--- config.mk ---
export PLATFORM = sky130hd
export DESIGN_NAME = uart_tx_ctrl
export DESIGN_NICKNAME = d
export VERILOG_FILES = /design/src/rtl/uart_tx_ctrl.sv
export SDC_FILE = /design/constraint.sdc
export NUM_CORES = 1
export LEC_CHECK = 0
export BUFFER_PORTS_ARGS = -buffer_cell sky130_fd_sc_hd__buf_2
export CELL_PAD_IN_SITES_DETAIL_PLACEMENT = 1
export CELL_PAD_IN_SITES_GLOBAL_PLACEMENT = 1
export CORE_AREA = 3 3 64 66
export DETAILED_ROUTE_END_ITERATION = 6
export DIE_AREA = 0 0 67 69
export PLACE_DENSITY = 0.84
export SYNTH_ARGS = -nofsm -noshare
export SYNTH_HDL_FRONTEND = slang
export SYNTH_SLANG_ARGS = --single-unit
--- constraint.sdc ---
create_clock -name clock -period 2.1 [get_ports clock]
set_input_delay 0.315 -clock clock [delete_from_list [all_inputs] [get_ports clock]]
set_output_delay 0.315 -clock clock [all_outputs]
set_load 0.02 [all_outputs]
--- src/rtl/uart_tx_ctrl.sv ---
// ---------------------------------------------------------------------------
// uart_tx_ctrl
//
// Serialises a WIDTH-bit result word into consecutive bytes for a byte-level
// UART transmitter, most significant byte first. A one-cycle trigger in IDLE
// latches the word; each byte is launched with a one-cycle tx_start strobe and
// the controller then follows the core's tx_busy flag (rise, then fall) before
// launching the next byte. A one-cycle done pulse closes the frame.
//
// Optional feature (build macro UART_TX_CTRL_CHECKSUM_EN):
//   When defined, every payload byte is XORed into an 8-bit checksum as it is
//   launched, and the checksum is sent as one extra trailing byte
//   (frame length NBYTES+1). When undefined, no checksum logic exists and the
//   frame length is NBYTES.
//
// Parameters:
//   WIDTH     result width in bits, multiple of 8, 8..64
//
// Ports:
//   clock     in   system clock
//   resetn    in   asynchronous active-low reset
//   trigger   in   one-cycle request to send result (honoured only in IDLE)
//   result    in   word to transmit, sampled when a trigger is accepted
//   tx_busy   in   UART core busy flag
//   tx_start  out  one-cycle byte launch strobe to the UART core
//   tx_data   out  byte presented to the UART core (0 in IDLE)
//   busy      out  high whenever the FSM is not in IDLE
//   done      out  one-cycle pulse when the frame is complete
//   overrun   out  sticky: a trigger arrived while not in IDLE
//   stateID   out  current state code for LED debug
//
// state   | code | meaning
// --------+------+-----------------------------------------------------------
// IDLE    |  0   | waiting for trigger, outputs quiet
// START   |  1   | tx_start high for one cycle, tx_data holds current byte
// WAIT_HI |  2   | waiting for the core to raise tx_busy
// WAIT_LO |  3   | waiting for the core to drop tx_busy
// DONE    |  4   | done high for one cycle
// ---------------------------------------------------------------------------
module uart_tx_ctrl #(
  parameter int WIDTH = 16
) (
  input  logic             clock,
  input  logic             resetn,
  input  logic             trigger,
  input  logic [WIDTH-1:0] result,
  input  logic             tx_busy,
  output logic             tx_start,
  output logic [7:0]       tx_data,
  output logic             busy,
  output logic             done,
  output logic             overrun,
  output logic [3:0]       stateID
);

  localparam int NBYTES = WIDTH / 8;
`ifdef UART_TX_CTRL_CHECKSUM_EN
  localparam int TOTAL = NBYTES + 1;
`else
  localparam int TOTAL = NBYTES;
`endif
  // Sized so the counter can reach NBYTES+1 without wrapping.
  localparam int CW = $clog2(NBYTES + 2);

  localparam logic [CW-1:0] TOTAL_C = CW'(TOTAL);
`ifdef UART_TX_CTRL_CHECKSUM_EN
  localparam logic [CW-1:0] NBYTES_C = CW'(NBYTES);
`endif

  localparam logic [3:0] S_IDLE    = 4'd0;
  localparam logic [3:0] S_START   = 4'd1;
  localparam logic [3:0] S_WAIT_HI = 4'd2;
  localparam logic [3:0] S_WAIT_LO = 4'd3;
  localparam logic [3:0] S_DONE    = 4'd4;

  logic [3:0]       state_q,    state_d;
  logic [WIDTH-1:0] shift_q,    shift_d;
  logic [CW-1:0]    cnt_q,      cnt_d;
  logic             tx_start_q, tx_start_d;
  logic [7:0]       tx_data_q,  tx_data_d;
  logic             busy_q,     busy_d;
  logic             done_q,     done_d;
  logic             overrun_q,  overrun_d;
`ifdef UART_TX_CTRL_CHECKSUM_EN
  logic [7:0]       chk_q,      chk_d;
`endif

  always_comb begin
    state_d   = state_q;
    shift_d   = shift_q;
    cnt_d     = cnt_q;
    tx_data_d = tx_data_q;
    // A trigger outside IDLE is dropped but remembered until reset.
    overrun_d = overrun_q | (trigger && (state_q != S_IDLE));
`ifdef UART_TX_CTRL_CHECKSUM_EN
    chk_d     = chk_q;
`endif

    case (state_q)
      S_IDLE: begin
        if (trigger) begin
          state_d   = S_START;
          shift_d   = result;
          cnt_d     = '0;
          // Loaded here so the byte is already on tx_data during START.
          tx_data_d = result[WIDTH-1 -: 8];
`ifdef UART_TX_CTRL_CHECKSUM_EN
          chk_d     = 8'h00;
`endif
        end
      end

      S_START: begin
        state_d = S_WAIT_HI;
`ifdef UART_TX_CTRL_CHECKSUM_EN
        // Fold in payload bytes only; the trailing byte is the checksum itself.
        if (cnt_q < NBYTES_C) begin
          chk_d = chk_q ^ tx_data_q;
        end
`endif
      end

      S_WAIT_HI: begin
        if (tx_busy) begin
          state_d = S_WAIT_LO;
          shift_d = shift_q << 8;
          cnt_d   = cnt_q + 1'b1;
        end
      end

      S_WAIT_LO: begin
        if (!tx_busy) begin
          if (cnt_q < TOTAL_C) begin
            state_d = S_START;
`ifdef UART_TX_CTRL_CHECKSUM_EN
            if (cnt_q == NBYTES_C) begin
              tx_data_d = chk_q;
            end else begin
              tx_data_d = shift_q[WIDTH-1 -: 8];
            end
`else
            tx_data_d = shift_q[WIDTH-1 -: 8];
`endif
          end else begin
            state_d = S_DONE;
          end
        end
      end

      S_DONE: begin
        state_d = S_IDLE;
      end

      default: begin
        state_d = S_IDLE;
      end
    endcase

    // Outputs are registered from the next state so they line up with it.
    if (state_d == S_IDLE) begin
      tx_data_d = 8'h00;
    end
    tx_start_d = (state_d == S_START);
    busy_d     = (state_d != S_IDLE);
    done_d     = (state_d == S_DONE);
  end

  always_ff @(posedge clock or negedge resetn) begin
    if (!resetn) begin
      state_q    <= S_IDLE;
      shift_q    <= '0;
      cnt_q      <= '0;
      tx_start_q <= 1'b0;
      tx_data_q  <= 8'h00;
      busy_q     <= 1'b0;
      done_q     <= 1'b0;
      overrun_q  <= 1'b0;
`ifdef UART_TX_CTRL_CHECKSUM_EN
      chk_q      <= 8'h00;
`endif
    end else begin
      state_q    <= state_d;
      shift_q    <= shift_d;
      cnt_q      <= cnt_d;
      tx_start_q <= tx_start_d;
      tx_data_q  <= tx_data_d;
      busy_q     <= busy_d;
      done_q     <= done_d;
      overrun_q  <= overrun_d;
`ifdef UART_TX_CTRL_CHECKSUM_EN
      chk_q      <= chk_d;
`endif
    end
  end

  assign tx_start = tx_start_q;
  assign tx_data  = tx_data_q;
  assign busy     = busy_q;
  assign done     = done_q;
  assign overrun  = overrun_q;
  assign stateID  = state_q;

endmodule

==> results.md <==
* Number of ports placed on the die boundary at 36
* Most used DFF post-synth: dfrtp_1
* Data arrival, critical path at 1990 ps
* Slowest cell on the critical path: dfrtp_1
* Async set or reset register ratio after synthesis at 100.0%
* Routed vias/inst at roughly 5.5
* Fraction of the mapped netlist area in compound gates at 18.56%
* Post-layout power at about 1.6 mW
* Resized Gates After CTS at 0
* Part of the total power dissipated in sequential elements at approximately half
* Number of buffers created by CTS at 5
* Global-route usage over all layers at 17.33%
* Top-area cell type share of the netlist area at 53.25%
* Total Nets Final at approximately 190
* Clock transition at the register clock pins on the worst setup and hold paths after CTS at 70 ps
* Post-synth net total at approximately 150
* Total via count after detailed routing at ~1,200
* Last weighted congestion value of the routability-driven placer at just over 0.8
* Vias in the first global route at between 1,000 and 1,500
* Starting density of the core at between 40% and 50%
* CTS tree: yes
* Largest net degree at the start of global routing at 35
* XOR/XNOR Fraction of Synth Area at 0%
* Deepest level of the CTS H-tree at 2
* Number of violations of the max-capacitance limit at 0
* Multiplexer fraction of the synthesized cell area at approximately an eighth
* Final Max Tran Viols at 0
* Max stage delay on crit path at ~520 ps
* Minimum clock period after layout at around 1800 ps
* TritonCTS sink count at 34
* Layout area overhead at 18.87%
* Antenna-violating nets left at 0
* Worst endpoint required time at between 2000 and 2500 ps
* Site row count at 22
* Setup repair after global routing missed its margin: false
* Biggest area consumer among synthesized cells: dfrtp_1
* Setup Crit Path Kind: flop to flop
* Y dimension of the die at around 70 µm
* Count of state elements after synthesis at 34
* Number of antenna diodes at 0
* Internal power at 1.147 mW
* Startpoint type of the worst setup path: flop
* Wire length of the first global-routing pass at ~6 mm
* Routed length per instance at roughly 17 µm
* Adder-cell share of the synthesized area at 0%
* Root Buffer Master: clkbuf_8
* Hpwl dp at roughly 2.7 mm
* Violation count after the first detailed-routing iteration at between 50 and 60
* Most common cell after layout, fill and taps aside: buf_2
* Sum of negative setup slack at 0 ps
* Combinational family with the most area after synthesis: compound AO/OA/AOI/OAI gates
* Die Footprint at between 4000 and 5000 µm²
* Area inside the core boundary at 3633 µm²
* Synthesized area at ~1600 µm²
* Final number of setup-violating endpoints at 0
* Count of buffering cells on the critical path with inverters included at 0
* Sw Ratio at 28.90%
* Highest clock frequency the design can meet at about 0.55 GHz
* DRC viols at 0
* Synthesized-area fraction occupied by and/or/nand/nor cells at around 11%
* Maximum resistive drop on vdd at just over 0.0004 V
* FF-to-FF End: tx_data[4]
* Post-CTS setup repair buffer count at 0
* Final Instance Area at 1899 µm²
* Clock network latency to the later pin of the worst-skew pair at about 280 ps
* Number of flops mapped to enable cells by yosys at 0
* Final critical-path share of the clock period at a little under nine tenths
* Cell total after placement at about 210
* Cell Area, Placed at 1808 µm²
* Initial antenna violation count at 0
* Leak Pwr at roughly 0.88 nW
* Worst setup EP type: flop
* Normalized max-slew margin at between 50 and 60%
* Number of cells on the worst reg-to-reg path at 3
* Register-to-Register Setup Slack at around 300 ps
* Net load switching power at 0.4661 mW
* Overall routed net length at ~3.6 mm
* Crit path cell chain: nand4bb_1 -> and3_1 -> o31ai_2
* Count of endpoints failing hold in the final timing report at 0
* Relative contribution of combinational cells to total power at 18.8%
* Port Buffers at 35
* Run status: completed
* Hold-fix buffers at CTS at 0
* Final global-route overflow total at 0
* Die X-Extent at 67 µm
* Slew at the pin with the worst max-slew slack at about 750 ps
* Layout cell share with drive strength beyond 1 at approximately 36%
* Top cell family by delay on the critical path: simple AND/OR/NAND/NOR gates
* Synth top area cells: dfrtp_1 (53%), mux2i_1 (10%), o31ai_2 (6.3%), a22o_1 (4.9%), a31oi_1 (3.1%)
* Largest driver fanout on the critical path at 10
* Setup Skew at roughly 2.2 ps
* Max Root-Sink Buffers at 2
* Number of warnings issued by yosys at 0
* Mapped Avg Cell Area at 12.10 µm²
* Min-Delay Path Class: primary input to asynchronous set/reset pin
* Hold Worst Slack at ~95 ps
* Synth Instances at 132
* Power per Cell Area at approximately 850 nW/µm²
* Count of unique library cells instantiated by Yosys at 30
* Start of the worst register-to-register path: stateID[1]
* Portion of the post-synthesis area used by sequential elements at between 50% and 60%
* 1st-pass router iterations at 4
* Cell Count, Final, Fillers Out at 216
* Most frequent cells in the layout: buf_2 (35), dfrtp_1 (34), mux2i_1 (16)
* Part of the power in the clock network at between 30% and 40%
[Yosys cell counts, types with 2 or more instances]
library cell,count
buf_4,2
buf_6,2
nor2_1,4
a31oi_1,8
nand2b_1,2
a21oi_1,8
buf_2,5
nand4_1,8
nand2_1,2
mux2i_1,16
and3_1,5
inv_1,2
o31ai_2,8
clkbuf_1,3
a22o_1,9
dfrtp_1,34
[layout make-up]
class | count | area (µm²)
clock inverter | 1 | 5.005
sequential | 34 | 850.8
timing repair buffer | 40 | 212.7
multi-input combinational | 84 | 676.9
tap | 48 | 60.06
inverter | 2 | 7.507
clock buffer | 7 | 86.33
fill | 399 | 1734
[flip-flops by register name, summed over array words and instances (netlist names)]
signal and flops:
shift_q 16, cnt_q 2, tx_data 8, done 1, overrun 1, stateID 4, tx_start 1, busy 1
[how the worst max path moves through the flow]
| stage | to | from | slack, ps | cells after the start |
|---|---|---|---|---|
| final | tx_data[4] | stateID[1] | 300 | 3 |
| after CTS | tx_data[4] | stateID[1] | 270 | 3 |
| after global placement | tx_data[5] | stateID[1] | 450 | 3 |
| after detailed placement | tx_data[4] | stateID[1] | 280 | 3 |
| after floorplan | tx_data[0] | stateID[1] | 560 | 5 |
| after global routing | tx_data[4] | stateID[1] | 110 | 3 |
[kinds of logic after synthesis]
kind of cell	Yosys count
buffers and inverters	14
AO/OA/AOI/OAI	36
AND/OR/NAND/NOR	29
flip-flops	34
multiplexers	18
other	1
[layer usage]
layer / vias to the layer above / GRT usage [%] / wire [µm]
li1: 564 / - / -
met1: 585 / 23.11 / 1636
met3: 7 / 4.560 / 191
met2: 29 / 26.20 / 1695
met4: 0 / 7.432 / 64
met5: - / 0 / 0
[power by group through the flow]
stage / clock network, mW / logic (mW) / registers [mW]
finish: 0.493 / 0.304 / 0.817
global route: 0.529 / 0.338 / 0.829
CTS: 0.502 / 0.309 / 0.817
detailed placement: 0 / 0.308 / 0.830
global placement: 0 / 0.291 / 0.822
floorplan: 0 / 0.196 / 0.835
[metrics by stage]
step / setup slack, ps / util (%)
2_1_floorplan: 557.7 / -
3_3_place_gp: 453.8 / 49.76
3_5_place_dp: 275.7 / 49.76
4_1_cts: 270.4 / 52.27
5_1_grt: 105.9 / 52.27
6_report: 295.3 / 52.27
Power figures use the tool's default switching activity.
